### src/rtl/traffic_pkg.sv
// traffic_pkg: shared types and widths for the intersection light scheduler.
//   phase_t      - light phase sequence GREEN_A -> CLEAR_AB -> GREEN_B -> CLEAR_BA
//   CAR_W        - width of a road queue length
//   TIME_W       - width of the phase countdown (seconds)
//   green_req_t  - inputs to the green length calculation for the road being served
package traffic_pkg;

    localparam int CAR_W  = 5;
    localparam int TIME_W = 7;

    typedef enum logic [1:0] {
        GREEN_A  = 2'd0,
        CLEAR_AB = 2'd1,
        GREEN_B  = 2'd2,
        CLEAR_BA = 2'd3
    } phase_t;

    typedef struct packed {
        logic [CAR_W-1:0] served;
        logic [CAR_W-1:0] other;
        logic             rush;
    } green_req_t;

endpackage

### src/rtl/green_len_calc.sv
// green_len_calc: combinational green phase length for the road about to be served.
//   req  in   served queue, opposing queue, rush-hour flag
//   len  out  base green (rush or normal), plus EXTEND when the served queue
//             dominates, capped at MAX_GREEN
module green_len_calc
    import traffic_pkg::*;
#(
    parameter int NORMAL_GREEN = 50,
    parameter int RUSH_GREEN   = 70,
    parameter int EXTEND       = 20,
    parameter int IMBALANCE    = 5,
    parameter int MAX_GREEN    = 99
) (
    input  green_req_t        req,
    output logic [TIME_W-1:0] len
);

    // Threshold fits in 6 bits (31 + IMBALANCE); the sum fits in 8 bits
    // (99 + 99), so neither step can wrap.
    logic [5:0] thr;
    logic [7:0] base;
    logic [7:0] sum;

    always_comb begin
        thr  = {1'b0, req.other} + 6'(IMBALANCE);
        base = req.rush ? 8'(RUSH_GREEN) : 8'(NORMAL_GREEN);
        sum  = ({1'b0, req.served} > thr) ? base + 8'(EXTEND) : base;
        len  = (sum > 8'(MAX_GREEN)) ? TIME_W'(MAX_GREEN) : sum[TIME_W-1:0];
    end

endmodule

### src/rtl/traffic_phase_scheduler.sv
// traffic_phase_scheduler: two-road intersection light sequencer, 1 clk = 1 s.
//   clk, reset        clock and synchronous active-high reset
//   rushHourWarning   selects the longer base green
//   numOfCarsA/B      queue lengths, sampled on entry to a green and for gap-out
//   freeze            holds state and countdown, suppresses phaseStart and gap-out
//   greenForA/B       registered lights, never both set
//   remainingTime     registered seconds left in the current phase (N..1)
//   phaseStart        one-cycle pulse on the first cycle of each green
module traffic_phase_scheduler
    import traffic_pkg::*;
#(
    parameter int NORMAL_GREEN = 50,
    parameter int RUSH_GREEN   = 70,
    parameter int EXTEND       = 20,
    parameter int IMBALANCE    = 5,
    parameter int MAX_GREEN    = 99,
    parameter int CLEAR_TIME   = 3,
    parameter int GAP_TIME     = 5
) (
    input  logic              clk,
    input  logic              reset,
    input  logic              rushHourWarning,
    input  logic [CAR_W-1:0]  numOfCarsA,
    input  logic [CAR_W-1:0]  numOfCarsB,
    input  logic              freeze,
    output logic              greenForA,
    output logic              greenForB,
    output logic [TIME_W-1:0] remainingTime,
    output logic              phaseStart
);

    phase_t             state;
    green_req_t         req;
    logic [TIME_W-1:0]  green_len;
    logic [CAR_W-1:0]   served_now;
    logic [CAR_W-1:0]   other_now;
    logic               in_green;
    logic               gap_out;

    // The length is only consumed when leaving a clearance, so the mux
    // selects the road that the clearance leads into.
    always_comb begin
        req.rush = rushHourWarning;
        if (state == CLEAR_AB) begin
            req.served = numOfCarsB;
            req.other  = numOfCarsA;
        end else begin
            req.served = numOfCarsA;
            req.other  = numOfCarsB;
        end
    end

    green_len_calc #(
        .NORMAL_GREEN (NORMAL_GREEN),
        .RUSH_GREEN   (RUSH_GREEN),
        .EXTEND       (EXTEND),
        .IMBALANCE    (IMBALANCE),
        .MAX_GREEN    (MAX_GREEN)
    ) u_len (
        .req (req),
        .len (green_len)
    );

    // Empty served road with waiting traffic opposite: cut the green short.
    always_comb begin
        in_green   = (state == GREEN_A) || (state == GREEN_B);
        served_now = (state == GREEN_B) ? numOfCarsB : numOfCarsA;
        other_now  = (state == GREEN_B) ? numOfCarsA : numOfCarsB;
        gap_out    = in_green && (served_now == '0) && (other_now != '0) &&
                     (remainingTime > TIME_W'(GAP_TIME));
    end

    always_ff @(posedge clk) begin
        if (reset) begin
            state         <= GREEN_A;
            remainingTime <= TIME_W'(NORMAL_GREEN);
            greenForA     <= 1'b1;
            greenForB     <= 1'b0;
            phaseStart    <= 1'b1;
        end else if (freeze) begin
            phaseStart <= 1'b0;
        end else if (gap_out) begin
            remainingTime <= TIME_W'(GAP_TIME);
            phaseStart    <= 1'b0;
        end else if (remainingTime <= TIME_W'(1)) begin
            case (state)
                GREEN_A: begin
                    state         <= CLEAR_AB;
                    remainingTime <= TIME_W'(CLEAR_TIME);
                    greenForA     <= 1'b0;
                    greenForB     <= 1'b0;
                    phaseStart    <= 1'b0;
                end
                CLEAR_AB: begin
                    state         <= GREEN_B;
                    remainingTime <= green_len;
                    greenForA     <= 1'b0;
                    greenForB     <= 1'b1;
                    phaseStart    <= 1'b1;
                end
                GREEN_B: begin
                    state         <= CLEAR_BA;
                    remainingTime <= TIME_W'(CLEAR_TIME);
                    greenForA     <= 1'b0;
                    greenForB     <= 1'b0;
                    phaseStart    <= 1'b0;
                end
                default: begin
                    state         <= GREEN_A;
                    remainingTime <= green_len;
                    greenForA     <= 1'b1;
                    greenForB     <= 1'b0;
                    phaseStart    <= 1'b1;
                end
            endcase
        end else begin
            remainingTime <= remainingTime - TIME_W'(1);
            phaseStart    <= 1'b0;
        end
    end

endmodule

### config.mk
export PLATFORM = sky130hd
export DESIGN_NAME = traffic_phase_scheduler
export DESIGN_NICKNAME = d
export VERILOG_FILES = /design/src/rtl/traffic_pkg.sv /design/src/rtl/green_len_calc.sv /design/src/rtl/traffic_phase_scheduler.sv
export SDC_FILE = /design/constraint.sdc
export NUM_CORES = 1
export LEC_CHECK = 0
export ABC_AREA = 1
export CAP_MARGIN = 0
export CORE_ASPECT_RATIO = 1.4
export CORE_MARGIN = 1
export CORE_UTILIZATION = 30
export CTS_BUF_LIST = sky130_fd_sc_hd__clkbuf_4
export CTS_CLUSTER_DIAMETER = 200
export DETAILED_ROUTE_END_ITERATION = 8
export PLACE_DENSITY = 0.62
export SYNTH_ARGS = -nofsm -noshare
export SYNTH_HDL_FRONTEND = slang
export SYNTH_SLANG_ARGS = --single-unit
### constraint.sdc
create_clock -name clk -period 3.8 [get_ports clk]
set_clock_uncertainty 0.05 [all_clocks]
set_input_delay 0.95 -clock clk [delete_from_list [all_inputs] [get_ports clk]]
set_output_delay 0.95 -clock clk [all_outputs]
set_load 0.02 [all_outputs]
[Word level (Yosys, flattened, before mapping)]
Cells that the tools add are included.
Widths: inputs -> output; s select.
Word-level totals
  register bits after elaboration: 12
  input bits: 14
  output and inout port bits: 10
  logic and storage cells: 42
Operators by class
  add/sub/neg operators: 3
  $lt $le $gt $ge: 4
  eq/ne operators: 2
  muxes and demuxes: 16
  bitwise logic cells: 2
  reduce and logical (&&, ||, !) cells: 10
Operator list (number)
  $mux 7: 5
  $mux 10: 1
  $mux 5: 2
  $add 8x5->8 const B: 1
  $gt 8x7->1 const B: 1
  $mux 8: 1
  $gt 7x3->1 const B: 1
  $le 7x1->1 const B: 1
  $sub 7x1->7 const B: 1
  $add 5x3->6 const B: 1
  $gt 5x6->1: 1
  $mux 1: 6
  $pmux 2 s3: 1
  $logic_not 5->1: 1
  $reduce_bool 5->1: 1
  $logic_and 1x1->1: 3
  $reduce_and 3->1: 1
  $reduce_or 3->1: 1
  $eq 2x1->1 const B: 1
  $eq 2x2->1 const B: 1
  $logic_not 2->1: 1
  $not 1->1: 2
  $reduce_or 2->1: 1
  $logic_or 1x1->1: 1

[Logic depth before layout (Yosys ltp)]
  word-level depth: 10
  gate-level depth with buffers: 21
  gate-level depth less buffers: 21

[Cells and area by module]
A second synthesis with hierarchy kept.
Second synthesis, totals
  cell total of the unflattened synthesis: 220
  area, all modules: 1421.4 um^2
Modules (own cells, without submodules)
  traffic_phase_scheduler: times used 1, cells each 171, area an instance 1106.1 um^2, seq. area each 240.2 um^2
  green_len_calc: times used 1, cells each 49, area an instance 315.3 um^2, seq. area each 0.0 um^2

[Worst setup path after synthesis]
No wires, ideal clock.
  kind: input to register
  start point: input numOfCarsB[0]
  end point: register remainingTime[2]
  setup time: 0.113 ns
  data arrival time: 2.744 ns
  required time: 3.637 ns
  path slack: 0.893 ns
  cell stages on the path: 17
  path buffers: 0
  cells stage by stage: inv_1 > o21ai_1 > ha_1 > inv_1 > xor2_1 > ha_1 > nand2_1 > inv_1 > o21ai_0 > nand2_1 > a21o_1 > nand3_1 > ha_1 > nand2_1 > o21ai_1 > o21ai_1 > inv_1
Between the ends
  cells in the longest elaborated chain, start to end: 9
  elaborated cells between the ends (all ways): 16
  classes of those cells: 1 x add/sub; 2 x order compare; 8 x mux; 5 x reduce/logical
RTL lines
  from (decl): line traffic_phase_scheduler.sv:24  | input logic [CAR_W-1:0] numOfCarsB,
  $mux 10: line traffic_phase_scheduler.sv:44  | if (state == CLEAR_AB) begin
  $add 5x3->6: line green_len_calc.sv:25  | thr = {1'b0, req.other} + 6'(IMBALANCE);
  $gt 5x6->1: line green_len_calc.sv:27  | sum = ({1'b0, req.served} > thr) ? base + 8'(EXTEND) : base;
  $mux 8: line green_len_calc.sv:27
  $gt 8x7->1: line green_len_calc.sv:28  | len = (sum > 8'(MAX_GREEN)) ? TIME_W'(MAX_GREEN) : sum[TIME_W-1:0];
  $mux 7: line green_len_calc.sv:28
  $mux 7: line traffic_phase_scheduler.sv:86  | case (state)
  $mux 7: line traffic_phase_scheduler.sv:85  | end else if (remainingTime <= TIME_W'(1)) begin
  $mux 7 *: line traffic_phase_scheduler.sv:82  | end else if (gap_out) begin
  to (signal assigned): line traffic_phase_scheduler.sv:83  | remainingTime <= TIME_W'(GAP_TIME);
  to (signal assigned): line traffic_phase_scheduler.sv:89  | remainingTime <= TIME_W'(CLEAR_TIME);
  to (signal assigned): line traffic_phase_scheduler.sv:96  | remainingTime <= green_len;
  to (decl): line traffic_phase_scheduler.sv:28  | output logic [TIME_W-1:0] remainingTime,
Every way passes the cells marked *; elsewhere a longest branch is shown, timed or not.
A chain may end at the register's enable or synchronous reset.

[Final worst setup path]
  start point: input numOfCarsA[1]
  end point: register remainingTime[2]
Between the ends
  cells in the longest elaborated chain, start to end: 9
  elaborated cells between the ends (all ways): 16
  classes of those cells: 1 x add/sub; 2 x order compare; 8 x mux; 5 x reduce/logical
RTL lines
  from (decl): line traffic_phase_scheduler.sv:23  | input logic [CAR_W-1:0] numOfCarsA,
  $mux 10: line traffic_phase_scheduler.sv:44
  $add 5x3->6: line green_len_calc.sv:25
  $gt 5x6->1: line green_len_calc.sv:27
  $mux 8: line green_len_calc.sv:27
  $gt 8x7->1: line green_len_calc.sv:28
  $mux 7: line green_len_calc.sv:28
  $mux 7: line traffic_phase_scheduler.sv:86
  $mux 7: line traffic_phase_scheduler.sv:85
  $mux 7 *: line traffic_phase_scheduler.sv:82
Marked as above.

==> key figures <==
Layout
  – Area growth syn-to-layout: 23.4%
  – Final core utilization: 39.0%
  – Share of layout cells above drive strength 1: 14.2%
  – Commonest non-fill, non-tap cell in the layout: nand2_1
  – Post-route insts no fill: 262
  – Finished Cell Area: 1550 sq um
  – Most frequent cells in the layout: nand2_1 (44), inv_1 (25), clkdlybuf4s50_1 (23), ha_1 (15), nor2_1 (13)
  – Diodes inserted: 0
  – Layout Nets: 249

Timing
  – Setup violations, final: 0
  – Worst slew pin tran: between 400 and 500 ps
  – FMAX: about 310 MHz
  – Relative slew slack: 71.6%
  – Clock period minus worst slack: between 3000 and 4000 ps
  – Final max-slew violation count: 0
  – Post-route clock period utilization: between 80% and 90%
  – Slack of the critical path: approximately 530 ps
  – Fin Setup TNS: 0 ps
  – Hold Vio Cnt, Final: 0
  – RSZ-0062 raised after global routing: false

Setup path
  – Worst path bufs/invs: 5
  – Max incr delay on CP: ~480 ps
  – Crit path top cell by count: inv_1
  – CP delay by family, top: adder cells
  – Worst reg2reg path endpoint: remainingTime[2]
  – Crit-path cells: clkdlybuf4s50_1 -> inv_1 -> o21ai_1 -> ha_1 -> inv_1 -> xor2_1 -> ha_1 -> nand2_1 -> inv_1 -> o21ai_0 -> nand2_1 -> a21o_1 -> nand3_1 -> ha_1 -> nand2_1 -> o21ai_1 -> o21ai_1 -> inv_1
  – Max FO, Critical Path: 3
  – Worst R2R Start: state[1]
  – Critical Path Stages: 18
  – CP Class: in2reg
  – Setup crit start kind: primary input
  – Reg2reg path depth: 19
  – R2R setup slack: between 700 and 800 ps
  – Setup crit end kind: flip-flop
  – CP endpoint: remainingTime[2]
  – Crit path launch: numOfCarsA[1]
  – WP data arrival: approximately 3400 ps
  – CP max-delay cell: clkdlybuf4s50_1
  – Required @ worst endpoint: 3920 ps

Synth
  – Mean Syn Cell Area: about 6.5 sq um
  – Synth Net Count: roughly 220
  – Number of synthesized flops with an enable pin: 0
  – Yosys reg bits: 12
  – Predominant post-synthesis flop cell: dfxtp_1
  – Share of Yosys cell area claimed by the top area cell type: between 10% and 20%
  – Asr flop ratio synth: 0%
  – Mapped Area: 1260 sq um
  – Yosys warns: 0
  – Top post-synthesis cells by area: dfxtp_1 (19%), ha_1 (15%), nand2_1 (13%), inv_1 (7.5%), nand4_1 (4.5%)
  – Unique cell type count in the Yosys netlist: 26
  – Post-Synthesis Cells: about 190
  – Sequential share of the synthesized area: between 10% and 20%
  – Synth area leader: dfxtp_1

Pwr
  – Switching Fraction: a little over a third
  – Peak VDD IR: 108 uV
  – Power Internal: around 0.00023 W
  – Combinational share of power: between 30% and 40%
  – Clock share of power: between 20% and 30%
  – P_sw: 0.000123 W
  – Seq pwr share: around two fifths
  – Leak: 0.744 nW
  – PwrDens: 225 nW/um^2

Global route
  – Vias in the first global route: between 1000 and 1500
  – Largest net degree at the start of global routing: 12
  – Total GRT Usage: 13.2%
  – First-pass GRT wire length: between 4 and 5 mm
  – Initial antenna violation count: 0
  – Gr ovfl total: 0

Floorplan
  – Chip height: between 70 and 80 um
  – IO Count: 24
  – Floorplan row count: 27
  – Core area: around 4000 sq um
  – Initial Util: between 30% and 40%
  – Chip Width: 56.7 um
  – Die ar.: about 4500 sq um

Detailed routing
  – First drt pass iteration count: 6
  – Routed Antenna Nets: 0
  – Final wirelength: approximately 2.7 mm
  – Routed wire per std cell: between 10 and 15 um
  – DR vias: between 1000 and 1500
  – Iteration-0 DRC Markers: 38
  – Post-route DRC violation count: 2
  – Vias/cell: approximately 4.7

Status
  – Run status: finished, violations left
  – Failing checks: DRC

Clock network
  – Clock-pin slew on the worst setup and hold paths: approximately 70 ps
  – CTS resizes: 0
  – CTS tree: built
  – Setup bufs post-CTS: 0
  – CTS Root Cell: clkbuf_4
  – Clock Sink Count: 12
  – Max Root-Sink Buffers: 2
  – Htree depth: 1
  – Inserted Clock Buffers: 3
  – Worst skew pair latency: 280 ps
  – Hold-fix buffers, CTS: 0

Flow run
  – Max cap viols: 0

Hold path
  – Type of the tightest min-delay check: reg2reg

Place
  – Post-DP HPWL: 2.23 mm
  – IO buf count: 23
  – GP Congestion: between 0.8 and 0.9
  – Placed Area: between 1500 and 2000 sq um
  – Worst slack, placed: between 200 and 250 ps
  – Post-Place Cells: approximately 260
worst register-to-register path, stage by stage, from the launching register on:
cell and delay, ps:
dfxtp_1 330, inv_1 100, ha_1 370, inv_2 140, o21ai_1 200, ha_1 160
inv_1 50, xor2_1 160, ha_1 280, nand2_1 50, inv_1 60, o21ai_0 70
nand2_1 70, a21o_1 110, nand3_1 120, ha_1 320, nand2_1 70, o21ai_1 70
o21ai_1 130, inv_1 40
stage by stage:
| step | hold slack, ps | total power (W) |
|---|---|---|
| 6_report | 423 | 0.000350 |
| 5_1_grt | 478 | 0.000382 |
| 4_1_cts | 426 | 0.000357 |
| 3_5_place_dp | 394 | 0.000270 |
| 3_3_place_gp | 402 | 0.000270 |
| 2_1_floorplan | 492 | 0.000227 |
cell usage after synthesis (3+ instances only):
library cell and n:
nor2_2 8, xor2_1 3, nor2_1 13, nand3_1 11, dfxtp_1 12, o21ai_0 6, a21oi_1 8, nand2_1 44
nand4_1 9, nand2_2 4, inv_1 25, inv_2 7, o21ai_1 9, ha_1 15, clkinv_1 5
per-layer routing:
layer | wire length, um | up-vias | GRT usage, %
met3 | 46 | 4 | 1.15
met4 | 65 | 0 | 8.29
met5 | 0 | - | 0
li1 | - | 669 | -
met1 | 1160 | 546 | 13.2
met2 | 1420 | 13 | 25.6
worst min path at each step:
stage	endpoint	slack [ps]	cells after the start	from
floorplan	greenForA	490	2	greenForA
global route	greenForA	480	2	greenForA
detailed placement	greenForA	390	2	greenForA
global placement	greenForA	400	2	greenForA
finish	greenForA	420	2	greenForA
CTS	greenForA	430	2	greenForA
cells by family (layout without fill, tap and decap cells):
kind of cell               after synthesis  count (layout)  share of synthesized area (%)
xor gates and xnor gates                 5               5                           3.48
buffers and inverters                   40              65                           13.0
and+or+nand+nor                         95              95                           37.8
DFF                                     12              12                           19.1
adders and majority gates               15              15                           14.9
AOI/OAI and AO/OA                       27              27                           11.7
sequential cells by signal, indices dropped and copies added (netlist names):
register,flops
greenForA,1
greenForB,1
phaseStart,1
remainingTime,7
state,2
layout make-up:
cell class / instances / area (sq um)
Fill cell: 442 / 2430
Multi-Input combinational cell: 142 / 855
Sequential cell: 12 / 240
Timing Repair Buffer: 23 / 230
Inverter: 38 / 148
Tap cell: 43 / 53.8
Clock buffer: 3 / 22.5
Clock inverter: 1 / 3.75
power by group through the flow:
stage | combinational, W | clock (W) | sequential (W)
finish | 0.000125 | 0.0000837 | 0.000140
global route | 0.000143 | 0.0000971 | 0.000142
CTS | 0.000127 | 0.0000895 | 0.000141
detailed placement | 0.000126 | 0 | 0.000144
global placement | 0.000126 | 0 | 0.000144
floorplan | 0.0000776 | 0 | 0.000149
No activity file was read; power rests on OpenSTA's default activity.
